--- src/rtl/ssd_capture.sv ---
// rtl/ssd_capture.sv - 7-segment scan bus monitor that rebuilds 4-digit BCD frames
module ssd_capture #(
  parameter int SETTLE  = 8,
  parameter int TIMEOUT = 1_000_000
) (
  input  logic       clk,
  input  logic       rst,
  input  logic [3:0] an,
  input  logic [6:0] seg,
  output logic [3:0] d0,
  output logic [3:0] d1,
  output logic [3:0] d2,
  output logic [3:0] d3,
  output logic       frame_valid,
  output logic       frame_err,
  output logic       sel_err,
  output logic       stale
);

  localparam int CW = $clog2(SETTLE + 1);
  localparam int IW = $clog2(TIMEOUT + 1);
  localparam logic [CW-1:0] CNT_MAX  = CW'(SETTLE);
  localparam logic [CW-1:0] CNT_ACC  = CW'(SETTLE - 1);
  localparam logic [IW-1:0] IDLE_MAX = IW'(TIMEOUT);

  typedef enum logic [1:0] {WAIT, ACCEPT, HOLD} state_t;

  state_t        state;
  state_t        state_nx;
  logic [10:0]   sync1;
  logic [10:0]   sync2;
  logic [10:0]   p;
  logic [CW-1:0] cnt;
  logic [CW-1:0] cnt_nx;
  logic          same;
  logic [3:0]    sel_n;
  logic          sel_one;
  logic          sel_many;
  logic [1:0]    idx;
  logic [3:0]    dec_val;
  logic          dec_bad;
  logic          take_digit;
  logic          take_fault;
  logic [3:0]    slot [4];
  logic [3:0]    mask;
  logic          err_acc;
  logic [IW-1:0] idle;

  // Bring the asynchronous {an, seg} word into clk and keep the previous synchronized word
  always_ff @(posedge clk or posedge rst) begin
    if (rst) begin
      sync1 <= '0;
      sync2 <= '0;
      p     <= '0;
    end else begin
      sync1 <= {an, seg};
      sync2 <= sync1;
      p     <= sync2;
    end
  end

  assign same = (sync2 == p);

  // Count consecutive unchanged samples, saturating so a long dwell cannot wrap
  always_comb begin
    cnt_nx = '0;
    if (same) begin
      cnt_nx = (cnt == CNT_MAX) ? cnt : cnt + CW'(1);
    end
  end

  // Stability counter register
  always_ff @(posedge clk or posedge rst) begin
    if (rst) cnt <= '0;
    else     cnt <= cnt_nx;
  end

  // State register
  always_ff @(posedge clk or posedge rst) begin
    if (rst) state <= WAIT;
    else     state <= state_nx;
  end

  // Accept a word once per stable period; a change seen during ACCEPT re-arms immediately
  always_comb begin
    state_nx = state;
    unique case (state)
      WAIT:    if (same && cnt_nx == CNT_ACC) state_nx = ACCEPT;
      ACCEPT:  state_nx = same ? HOLD : WAIT;
      HOLD:    if (!same) state_nx = WAIT;
      default: state_nx = WAIT;
    endcase
  end

  // Classify the accepted anode word (p holds the word that was stable)
  assign sel_n      = ~p[10:7];
  assign sel_one    = (sel_n != 4'd0) && ((sel_n & (sel_n - 4'd1)) == 4'd0);
  assign sel_many   = (sel_n != 4'd0) && !sel_one;
  assign take_digit = (state == ACCEPT) && sel_one;
  assign take_fault = (state == ACCEPT) && sel_many;

  // Index of the single selected digit
  always_comb begin
    idx = 2'd0;
    case (sel_n)
      4'b0010: idx = 2'd1;
      4'b0100: idx = 2'd2;
      4'b1000: idx = 2'd3;
      default: idx = 2'd0;
    endcase
  end

  // Active-low segment pattern back to BCD; anything else is undecodable
  always_comb begin
    dec_val = 4'hF;
    dec_bad = 1'b1;
    case (p[6:0])
      7'h40: begin dec_val = 4'd0; dec_bad = 1'b0; end
      7'h79: begin dec_val = 4'd1; dec_bad = 1'b0; end
      7'h24: begin dec_val = 4'd2; dec_bad = 1'b0; end
      7'h30: begin dec_val = 4'd3; dec_bad = 1'b0; end
      7'h19: begin dec_val = 4'd4; dec_bad = 1'b0; end
      7'h12: begin dec_val = 4'd5; dec_bad = 1'b0; end
      7'h02: begin dec_val = 4'd6; dec_bad = 1'b0; end
      7'h78: begin dec_val = 4'd7; dec_bad = 1'b0; end
      7'h00: begin dec_val = 4'd8; dec_bad = 1'b0; end
      7'h10: begin dec_val = 4'd9; dec_bad = 1'b0; end
      default: ;
    endcase
  end

  // Frame assembly: slot capture, completion, idle timeout and status pulses
  always_ff @(posedge clk or posedge rst) begin
    if (rst) begin
      slot[0]     <= 4'd0;
      slot[1]     <= 4'd0;
      slot[2]     <= 4'd0;
      slot[3]     <= 4'd0;
      mask        <= 4'd0;
      err_acc     <= 1'b0;
      idle        <= '0;
      d0          <= 4'd0;
      d1          <= 4'd0;
      d2          <= 4'd0;
      d3          <= 4'd0;
      frame_valid <= 1'b0;
      frame_err   <= 1'b0;
      sel_err     <= 1'b0;
      stale       <= 1'b0;
    end else begin
      frame_valid <= 1'b0;
      sel_err     <= take_fault;
      if (take_digit) slot[idx] <= dec_val;
      if (mask == 4'hF) begin
        // Completion beats a coincident timeout; a digit taken now starts the next frame
        d0          <= slot[0];
        d1          <= slot[1];
        d2          <= slot[2];
        d3          <= slot[3];
        frame_err   <= err_acc;
        frame_valid <= 1'b1;
        stale       <= 1'b0;
        mask        <= take_digit ? sel_n : 4'd0;
        err_acc     <= take_digit & dec_bad;
        idle        <= '0;
      end else if (idle == IDLE_MAX) begin
        // Drop the partial frame but keep the last published one
        stale       <= 1'b1;
        mask        <= take_digit ? sel_n : 4'd0;
        err_acc     <= take_digit & dec_bad;
        idle        <= '0;
      end else if (take_digit) begin
        mask        <= mask | sel_n;
        err_acc     <= err_acc | dec_bad;
        idle        <= '0;
      end else begin
        idle        <= idle + IW'(1);
      end
    end
  end

endmodule
--- config.mk ---
export PLATFORM = sky130hd
export DESIGN_NAME = ssd_capture
export DESIGN_NICKNAME = d
export VERILOG_FILES = /design/src/rtl/ssd_capture.sv
export SDC_FILE = /design/constraint.sdc
export NUM_CORES = 1
export LEC_CHECK = 0
export CORE_AREA = 4 4 141 109
export DETAILED_ROUTE_END_ITERATION = 10
export DIE_AREA = 0 0 145 113
export PLACE_DENSITY = 0.53
export SETUP_SLACK_MARGIN = 0.4
export SLEW_MARGIN = 10
export SYNTH_ARGS = -nofsm -noshare
export SYNTH_HDL_FRONTEND = slang
export SYNTH_SLANG_ARGS = --single-unit
--- constraint.sdc ---
create_clock -name clk -period 5.2 [get_ports clk]
set_input_delay 1.04 -clock clk [delete_from_list [all_inputs] [get_ports clk]]
set_output_delay 1.04 -clock clk [all_outputs]
set_load 0.02 [all_outputs]
======== Yosys cells after proc, flatten, opt, wreduce, memory -nomap -nowiden ========
Index checks and enable logic that the tools add are counted.
operators by class
  multiplexer cells ....................... 25
  eq/ne operators ......................... 21
  order comparisons ....................... 2
  add/subtract/negate cells ............... 3
  bitwise operators ....................... 6
  reductions and logical operators ........ 15
operator list
  kind                   count
  $mux 20                3
  $pmux 4 s10            1
  $mux 4                 7
  $eq 7x5->1 const B     3
  $eq 7x7->1 const B     3
  $add 20x1->20 const B  1
  $eq 20x20->1 const B   1
  $bwmux 16              1
  $eq 7x6->1 const B     2
  $eq 4x4->1 const B     3
  $pmux 2 s3             2
  $eq 11x11->1           1
  $reduce_or 10->1       1
  $demux 4 s2            1
  $eq 4x3->1 const B     2
  $eq 7x2->1 const B     1
  $logic_not 7->1        1
  $mux 1                 7
  $logic_and 1x1->1      6
  $mux 2                 3
  $add 4x1->4 const B    1
  $and 4x4->4            1
  $eq 4x2->1 const B     1
  $logic_not 4->1        1
  other kinds (17)       18
storage, ports and cells
  bits of input ports ..................... 13
  output and inout bits ................... 20
  bits in registers ....................... 100
  word-level logic and storage cells ...... 92

======== Logic depth before layout (Yosys ltp) ========
Gate-level depths: netlist of the first run.
  depth in word-level cells ............... 9
  gate-level depth with buffers ........... 8
  mapped depth without buffers ............ 7

======== Worst setup path after synthesis of the first run ========
No wires, ideal clock.
  kind .................................... reg2reg
  from .................................... register p[0]
  to ...................................... register slot[11] (netlist bit)
  arrival time ............................ 1616 ps
  setup time .............................. 125 ps
  cell stages (with the launch flop) ...... 7
  slack ................................... 3459 ps
  period minus slack after synthesis ...... 1741 ps
  buffers on the path ..................... 1
  required time ........................... 5075 ps
  cells stage by stage .................... dfrtp_1 > buf_6 > or3_4 > a211oi_1 > a21oi_1 > o311a_1 > mux2_2
between the ends
  word-level cells in the longest chain between the ends .. 3
  elaborated cells on any way between the ends .. 12
  classes of those cells .................. eq/ne (9); mux (2); reduce/logical (1)
RTL lines
  item                                RTL line  source
  start, declared                     32        logic [10:0] p;
  start signal, assigned              58        p <= sync2;
  $eq 7x5->1 (tied with other cells)  117       case (p[6:0])
  $pmux 4 s10 (*)                     117
  $bwmux 16 (*)                       153       if (take_digit) slot[idx] <= dec_val;
  end signal, assigned by index       153
  end, declared                       44        logic [3:0] slot [4];
Mark *: on every way between the ends. The rest lies on a longest branch, timed or not.
A chain may end at the register's enable or synchronous reset.

======== Worst setup path in the final report of the first run ========
  from .................................... register frame_err
  to ...................................... output frame_err
RTL lines
  item                    RTL line  source
  start, declared         15        output logic frame_err,
  start signal, assigned  160       frame_err <= err_acc;
No word-level cell between the ends.

==> reports/metrics.yaml, run 1 <==
worst_setup_path:
  cpLargestDelayFamily: "buffers and inverters"
  cp.arrival_ns: 1.35
  rr_startpoint: "mask[3]$_DFFE_PP0P_"
  critPathLaunch: "frame_err$_DFFE_PP0P_"
  crit_path_max_fanout: 2
  cp-start-kind: "flop"
  crit_buf_inv: 1
  end_kind: "output port"
  path_class: "flop to output port"
  crit_chain: "clkdlybuf4s50_1"
  cpMaxStageDelayCell: "clkdlybuf4s50_1"
  critPathRequiredTime_ns: 4.16
  r2r_setup_slack_ns: 3.14
  max_stage_delay_ns: 0.63
sta:
  finalHoldViolCount: 0
  finalSetupViolCount: 0
  whs_ns: 0.353
  tightest_slew_ns: 0.923
  final_min_period_over_clock_period: 0.459
  fin_tns_setup_ns: 0
  period_minus_slack_ns: 2.39
  fmax_mhz: 419
  fin_worst_skew_ns: 0.00832
  relSlewSlack: 0.385
  slew_viol_final: 0
  grt_setup_unrepaired: "false"
synthesis:
  synth-main-ff-cell: "dfrtp_1"
  synthTopCellsByArea: "dfrtp_1 (60%), nand2_1 (5.7%), xor2_1 (5.5%)"
  synth_cells: 364
  ys_types: 50
  synth_top_cell_area_share: 0.605
  syn_avg_cell_area_um2: 11.4
  synth_edf_count: 0
  synth_seq_cells: 100
  syn_nets: 381
  yosysTopAreaCell: "dfrtp_1"
  yosysWarningCount: 0
  syn_area_um2: 4140
  ys_seq_area_frac: 0.605
  synthArstFlopShare: 1.00
cts:
  clkSinkCount: 100
  clk_latency_ns: 0.35
  clockRootBuffer: "clkbuf_16"
  cts_made_buffers: 9
  clockBufferDepth: 2
  cts_tree: "yes"
  cts.clk_slew.worst_paths_ns: 0.07
  hold_buffers: 0
  cts_htree_levels: 3
  cts_resized: 0
  post-cts-setup-buffers: 0
finish:
  layout_commonest_cell: "dfrtp_1"
  drive_gt1_frac: 0.108
  antenna_cells: 0
  stdcell_count: 580
  final_cell_mix: "dfrtp_1 (100), nand2_1 (63), nor2_1 (38)"
  area_growth_syn_to_layout_pct: 17.8
  finalInstanceArea_um2: 4880
  final_nets: 412
grt:
  grt-ovfl-total: 0
  grt_max_degree: 79
  antenna_found_initial: 0
  first_global_vias: 2554
  grt_usage: 0.0966
  grt_pass1_wl_um: 12900
detailed_routing:
  dr.pass1.iters: 5
  finalWirelength_um: 7500
  drtAntennaViolNets: 0
  via_count: 2597
  wire_per_inst_um: 12.9
  drt_iter0_drc: 150
  via_per_inst: 4.48
  drc: 0
floorplanning:
  coreArea_um2: 14100
  fp.dieH_um: 113
  io_pins: 33
  initial_core_util: 0.293
  fp.dieArea_um2: 16400
  die_w_um: 145
  row_count: 38
power_and_ir_drop:
  power_density_nw_per_um2: 307
  total_power_uw: 1500
  ir_worst_vdd_uv: 159
  leakage_uw: 0.00224
hold_path:
  worstHoldPathType: "flop to flop"
  hold_start: "sync1[5]$_DFF_PP0_"
placement:
  postPlaceCellArea_um2: 4590
  place.gp.congestion: 0.801
  dp_cells: 564
  port_buffers: 32
  dp.final_hpwl_um: 5270
status:
  status: "completed"
flow_run:
  drv_cap: 0
-- Yosys cell counts (all sizes together), types with 3 or more instances --
| library cell | number |
|---|---|
| a211oi | 3 |
| a21o | 4 |
| a21oi | 7 |
| a31oi | 9 |
| and3 | 6 |
| buf | 9 |
| clkbuf | 4 |
| dfrtp | 100 |
| ha | 4 |
| inv | 9 |
| mux2 | 8 |
| nand2 | 64 |
| nand2b | 5 |
| nand3 | 16 |
| nand4 | 7 |
| nor2 | 38 |
| nor3 | 8 |
| nor4 | 5 |
| o21ai | 4 |
| or3 | 4 |
| xnor2 | 6 |
| xor2 | 26 |
-- final cells by class --
| class | count | area [um2] |
|---|---|---|
| Clock buffer | 9 | 225 |
| Clock inverter | 7 | 65.1 |
| Fill cell | 1370 | 9250 |
| Inverter | 10 | 40.0 |
| Multi-Input combinational cell | 241 | 1490 |
| Sequential cell | 100 | 2500 |
| Tap cell | 180 | 225 |
| Timing Repair Buffer | 33 | 328 |
-- sequential cells by signal, indices dropped and copies added (netlist names), 2 cells and up --
register,count
idle,20
slot,16
p,11
sync1,11
sync2,11
cnt,4
d0,4
d1,4
d2,4
d3,4
mask,4
state,2
-- power breakdown --
group / switching [uW] / internal, uW
sequential: 15.7 / 790
clock: 309 / 337
combinational: 27.8 / 19.3
-- logic make-up after synthesis --
family,synth area share
flip-flops,0.605
buffers and inverters,0.0351
AND/OR/NAND/NOR,0.193
XOR/XNOR,0.0677
AO/OA/AOI/OAI,0.0629
multiplexers,0.0242
adder cells (fa/ha/maj),0.0121
-- routing by layer --
| layer | wire (um) | GRT usage |
|---|---|---|
| met3 | 328 | 0.0304 |
| met4 | 115 | 0.0399 |
| met5 | 0 | 0 |
| met1 | 3870 | 0.139 |
| met2 | 3190 | 0.135 |
-- path summary, 6_finish.rpt --
path | end | cells past startpoint
worst max-delay path | frame_err | 1
worst min-delay path | sync2[5]$_DFF_PP0_ | 0
worst max register to register | d3[3]$_DFFE_PP0P_ | 4
worst min register to register | sync2[5]$_DFF_PP0_ | 0
max in group asynchronous | stale$_DFFE_PP0P_ | 3
min in group asynchronous | cnt[0]$_DFF_PP0_ | 2
-- through the flow --
stage          utilization  setup WS (ns)
2_1_floorplan            -           1.54
3_5_place_dp         0.325           2.61
4_1_cts              0.345           2.79
5_1_grt              0.345           2.78
3_3_place_gp         0.325           2.66
6_report             0.345           2.81
Note: power is estimated with default switching activity, not from simulation.
==> run 2, diff against run 1 <==
--- a/config.mk
+++ b/config.mk
@@ -8,7 +8,7 @@
 export CORE_AREA = 4 4 141 109
 export DETAILED_ROUTE_END_ITERATION = 10
 export DIE_AREA = 0 0 145 113
-export PLACE_DENSITY = 0.53
+export PLACE_DENSITY = 0.55
 export SETUP_SLACK_MARGIN = 0.4
 export SLEW_MARGIN = 10
 export SYNTH_ARGS = -nofsm -noshare
==> constraint.sdc (replaced) <==
create_clock -name clk -period 2 [get_ports clk]
set_input_delay 0.4 -clock clk [delete_from_list [all_inputs] [get_ports clk]]
set_output_delay 0.4 -clock clk [all_outputs]
set_load 0.02 [all_outputs]
==> reports/metrics.yaml, run 2 (synthesized netlist as in run 1, its figures left out) <==
placement:
  dp.final_hpwl_um: 5790  # was 5270 um
  place.gp.congestion: 0.802  # was 0.801
  postPlaceCellArea_um2: 4780  # was 4590 um2
  port_buffers: 32  # unchanged
worst_setup_path:
  critPathRequiredTime_ns: 2.20  # was 4.16 ns
  crit_chain: "buf_4, nor4_4, and4_1, nor3_4, o311ai_2, a31oi_1"  # was clkdlybuf4s50_1
  critPathLaunch: "p[4]$_DFF_PP0_"  # was frame_err$_DFFE_PP0P_
  cpLargestDelayFamily: "simple AND/OR/NAND/NOR gates"  # was buffers and inverters
  cpMaxStageDelayCell: "dfrtp_2"  # was clkdlybuf4s50_1
  end_kind: "flop"  # was output port
  cp-start-kind: "flop"  # unchanged
  cp.arrival_ns: 1.96  # was 1.35 ns
  crit_path_max_fanout: 6  # was 2
  rr_startpoint: "p[4]$_DFF_PP0_"  # was mask[3]$_DFFE_PP0P_
  path_class: "flop to flop"  # was flop to output port
  crit_buf_inv: 1  # unchanged
  max_stage_delay_ns: 0.43  # was 0.63 ns
sta:
  finalSetupViolCount: 0  # unchanged
  fin_tns_setup_ns: 0  # unchanged
  fin_worst_skew_ns: 0.00822  # was 0.00832 ns
  tightest_slew_ns: 0.475  # was 0.923 ns
  final_min_period_over_clock_period: 0.880
  grt_setup_unrepaired: "true"  # was false
  whs_ns: 0.348  # was 0.353 ns
  fmax_mhz: 568
  finalHoldViolCount: 0  # unchanged
  period_minus_slack_ns: 1.76
  slew_viol_final: 0  # unchanged
  relSlewSlack: 0.682  # was 0.385
finish:
  final_cell_mix: "dfrtp_1 (91), nand2_1 (62), buf_4 (37)"  # was dfrtp_1 (100), nand2_1 (63), nor2_1 (38)
  largest_register_ffs: 20  # unchanged
  multi_input_area_um2: 1780  # was 1490 um2
  final_nets: 459  # was 412
  antenna_cells: 0  # unchanged
  drive_gt1_frac: 0.275  # was 0.108
  top_register: "idle"  # unchanged
  reg.largest.list: "idle (20), slot (16)"  # unchanged
  finalInstanceArea_um2: 5520  # was 4880 um2
  layout_commonest_cell: "dfrtp_1"  # unchanged
  regArea_um2: 2510  # was 2500 um2
  fin_util: 0.391  # was 0.345
  area_growth_syn_to_layout_pct: 33.3  # was 17.8%
  n_fill_cell: 1347  # was 1370
detailed_routing:
  via_count: 2902  # was 2597
  dr.pass1.iters: 4  # was 5
  drt_iter0_drc: 173  # was 150
  wire_per_inst_um: 14.3  # was 12.9 um
  drtAntennaViolNets: 0  # unchanged
  finalWirelength_um: 8960  # was 7500 um
  via_per_inst: 4.63  # was 4.48
  drc: 0  # unchanged
hold_path:
  worstHoldPathType: "flop to flop"  # unchanged
  hold_start: "sync1[9]$_DFF_PP0_"  # was sync1[5]$_DFF_PP0_
cts:
  clk_latency_ns: 0.34  # was 0.35 ns
  clockRootBuffer: "clkbuf_16"  # unchanged
  clockBufferDepth: 2  # unchanged
  cts.clk_slew.worst_paths_ns: 0.07  # about the same
  clkSinkCount: 100  # unchanged
  hold_buffers: 0  # unchanged
  cts_made_buffers: 9  # unchanged
  cts_tree: "yes"  # unchanged
  cts_htree_levels: 3  # unchanged
power_and_ir_drop:
  ir_worst_vdd_uv: 465  # was 159 uV
  power_density_nw_per_um2: 705  # was 307 nW/um2
  total_power_uw: 3890  # was 1500 uW
  leakage_uw: 0.00261  # was 0.00224 uW
grt:
  grt-ovfl-total: 0  # unchanged
  first_global_vias: 2987  # was 2554
  grt_max_degree: 37  # was 79
  antenna_found_initial: 0  # unchanged
  grt_pass1_wl_um: 14900  # was 12900 um
  grt_usage: 0.110  # was 0.0966
floorplanning:
  io_pins: 33  # unchanged
  fp.dieArea_um2: 16400  # unchanged
  die_w_um: 145  # unchanged
  row_count: 38  # unchanged
  initial_core_util: 0.293  # unchanged
  coreArea_um2: 14100  # unchanged
  fp.dieH_um: 113  # unchanged
status:
  status: "completed"  # unchanged
flow_run:
  drv_cap: 0  # unchanged
-- run 2: metrics by stage --
stage	setup WS (ns)	cells
floorplan	0.324	364
finish	0.239	627
detailed placement	0.151	581
global route	0.169	627
CTS	0.232	619
global placement	0.167	581
-- run 2: timing repair --
item | CTS | global route
resized for setup | 55 | 26
buffers inserted | 20 | 7
cloned | 2 | 1
pin swaps | 21 | 12
setup endpoints to repair | 63 | 48
-- run 2: cell type report --
class	instances	area share
multi-input combinational	244	0.323
inverter	10	0.00748
clock buffer	10	0.0415
sequential	100	0.456
clock inverter	6	0.00862
timing repair buffer	77	0.123
tap	180	0.0408
-- run 2: report_power, final --
part,internal [uW],switching [uW]
combinational,89.2,107
sequential,2060,31.2
clock,852,751
total,3000,889
-- run 2: final timing paths --
path / slack, ns / end / depth (start not counted)
max in group asynchronous: 1.04 / d0[3]$_DFFE_PP0P_ / 3
min in group asynchronous: 0.44 / sync1[2]$_DFF_PP0_ / 2
worst min-delay path: 0.35 / sync2[9]$_DFF_PP0_ / 0
worst max-delay path: 0.24 / slot[4]$_DFFE_PP0P_ / 6
worst max register to register: 0.24 / slot[4]$_DFFE_PP0P_ / 6
worst min register to register: 0.35 / sync2[9]$_DFF_PP0_ / 0
-- run 2: layer usage --
layer,track usage,vias up,wire (um)
met5,0,-,0
met4,0.0335,0,113
met3,0.0292,8,329
met2,0.170,64,4190
met1,0.154,1440,4320
li1,-,1390,-
==> run 3, diff against run 2 <==
--- a/config.mk
+++ b/config.mk
@@ -10,7 +10,7 @@
 export DIE_AREA = 0 0 145 113
 export PLACE_DENSITY = 0.55
 export SETUP_SLACK_MARGIN = 0.4
-export SLEW_MARGIN = 10
+export SLEW_MARGIN = 20
 export SYNTH_ARGS = -nofsm -noshare
 export SYNTH_HDL_FRONTEND = slang
 export SYNTH_SLANG_ARGS = --single-unit
==> results of run 3 <==
No change in the layout: final DEF, timing and power equal those of run 2.
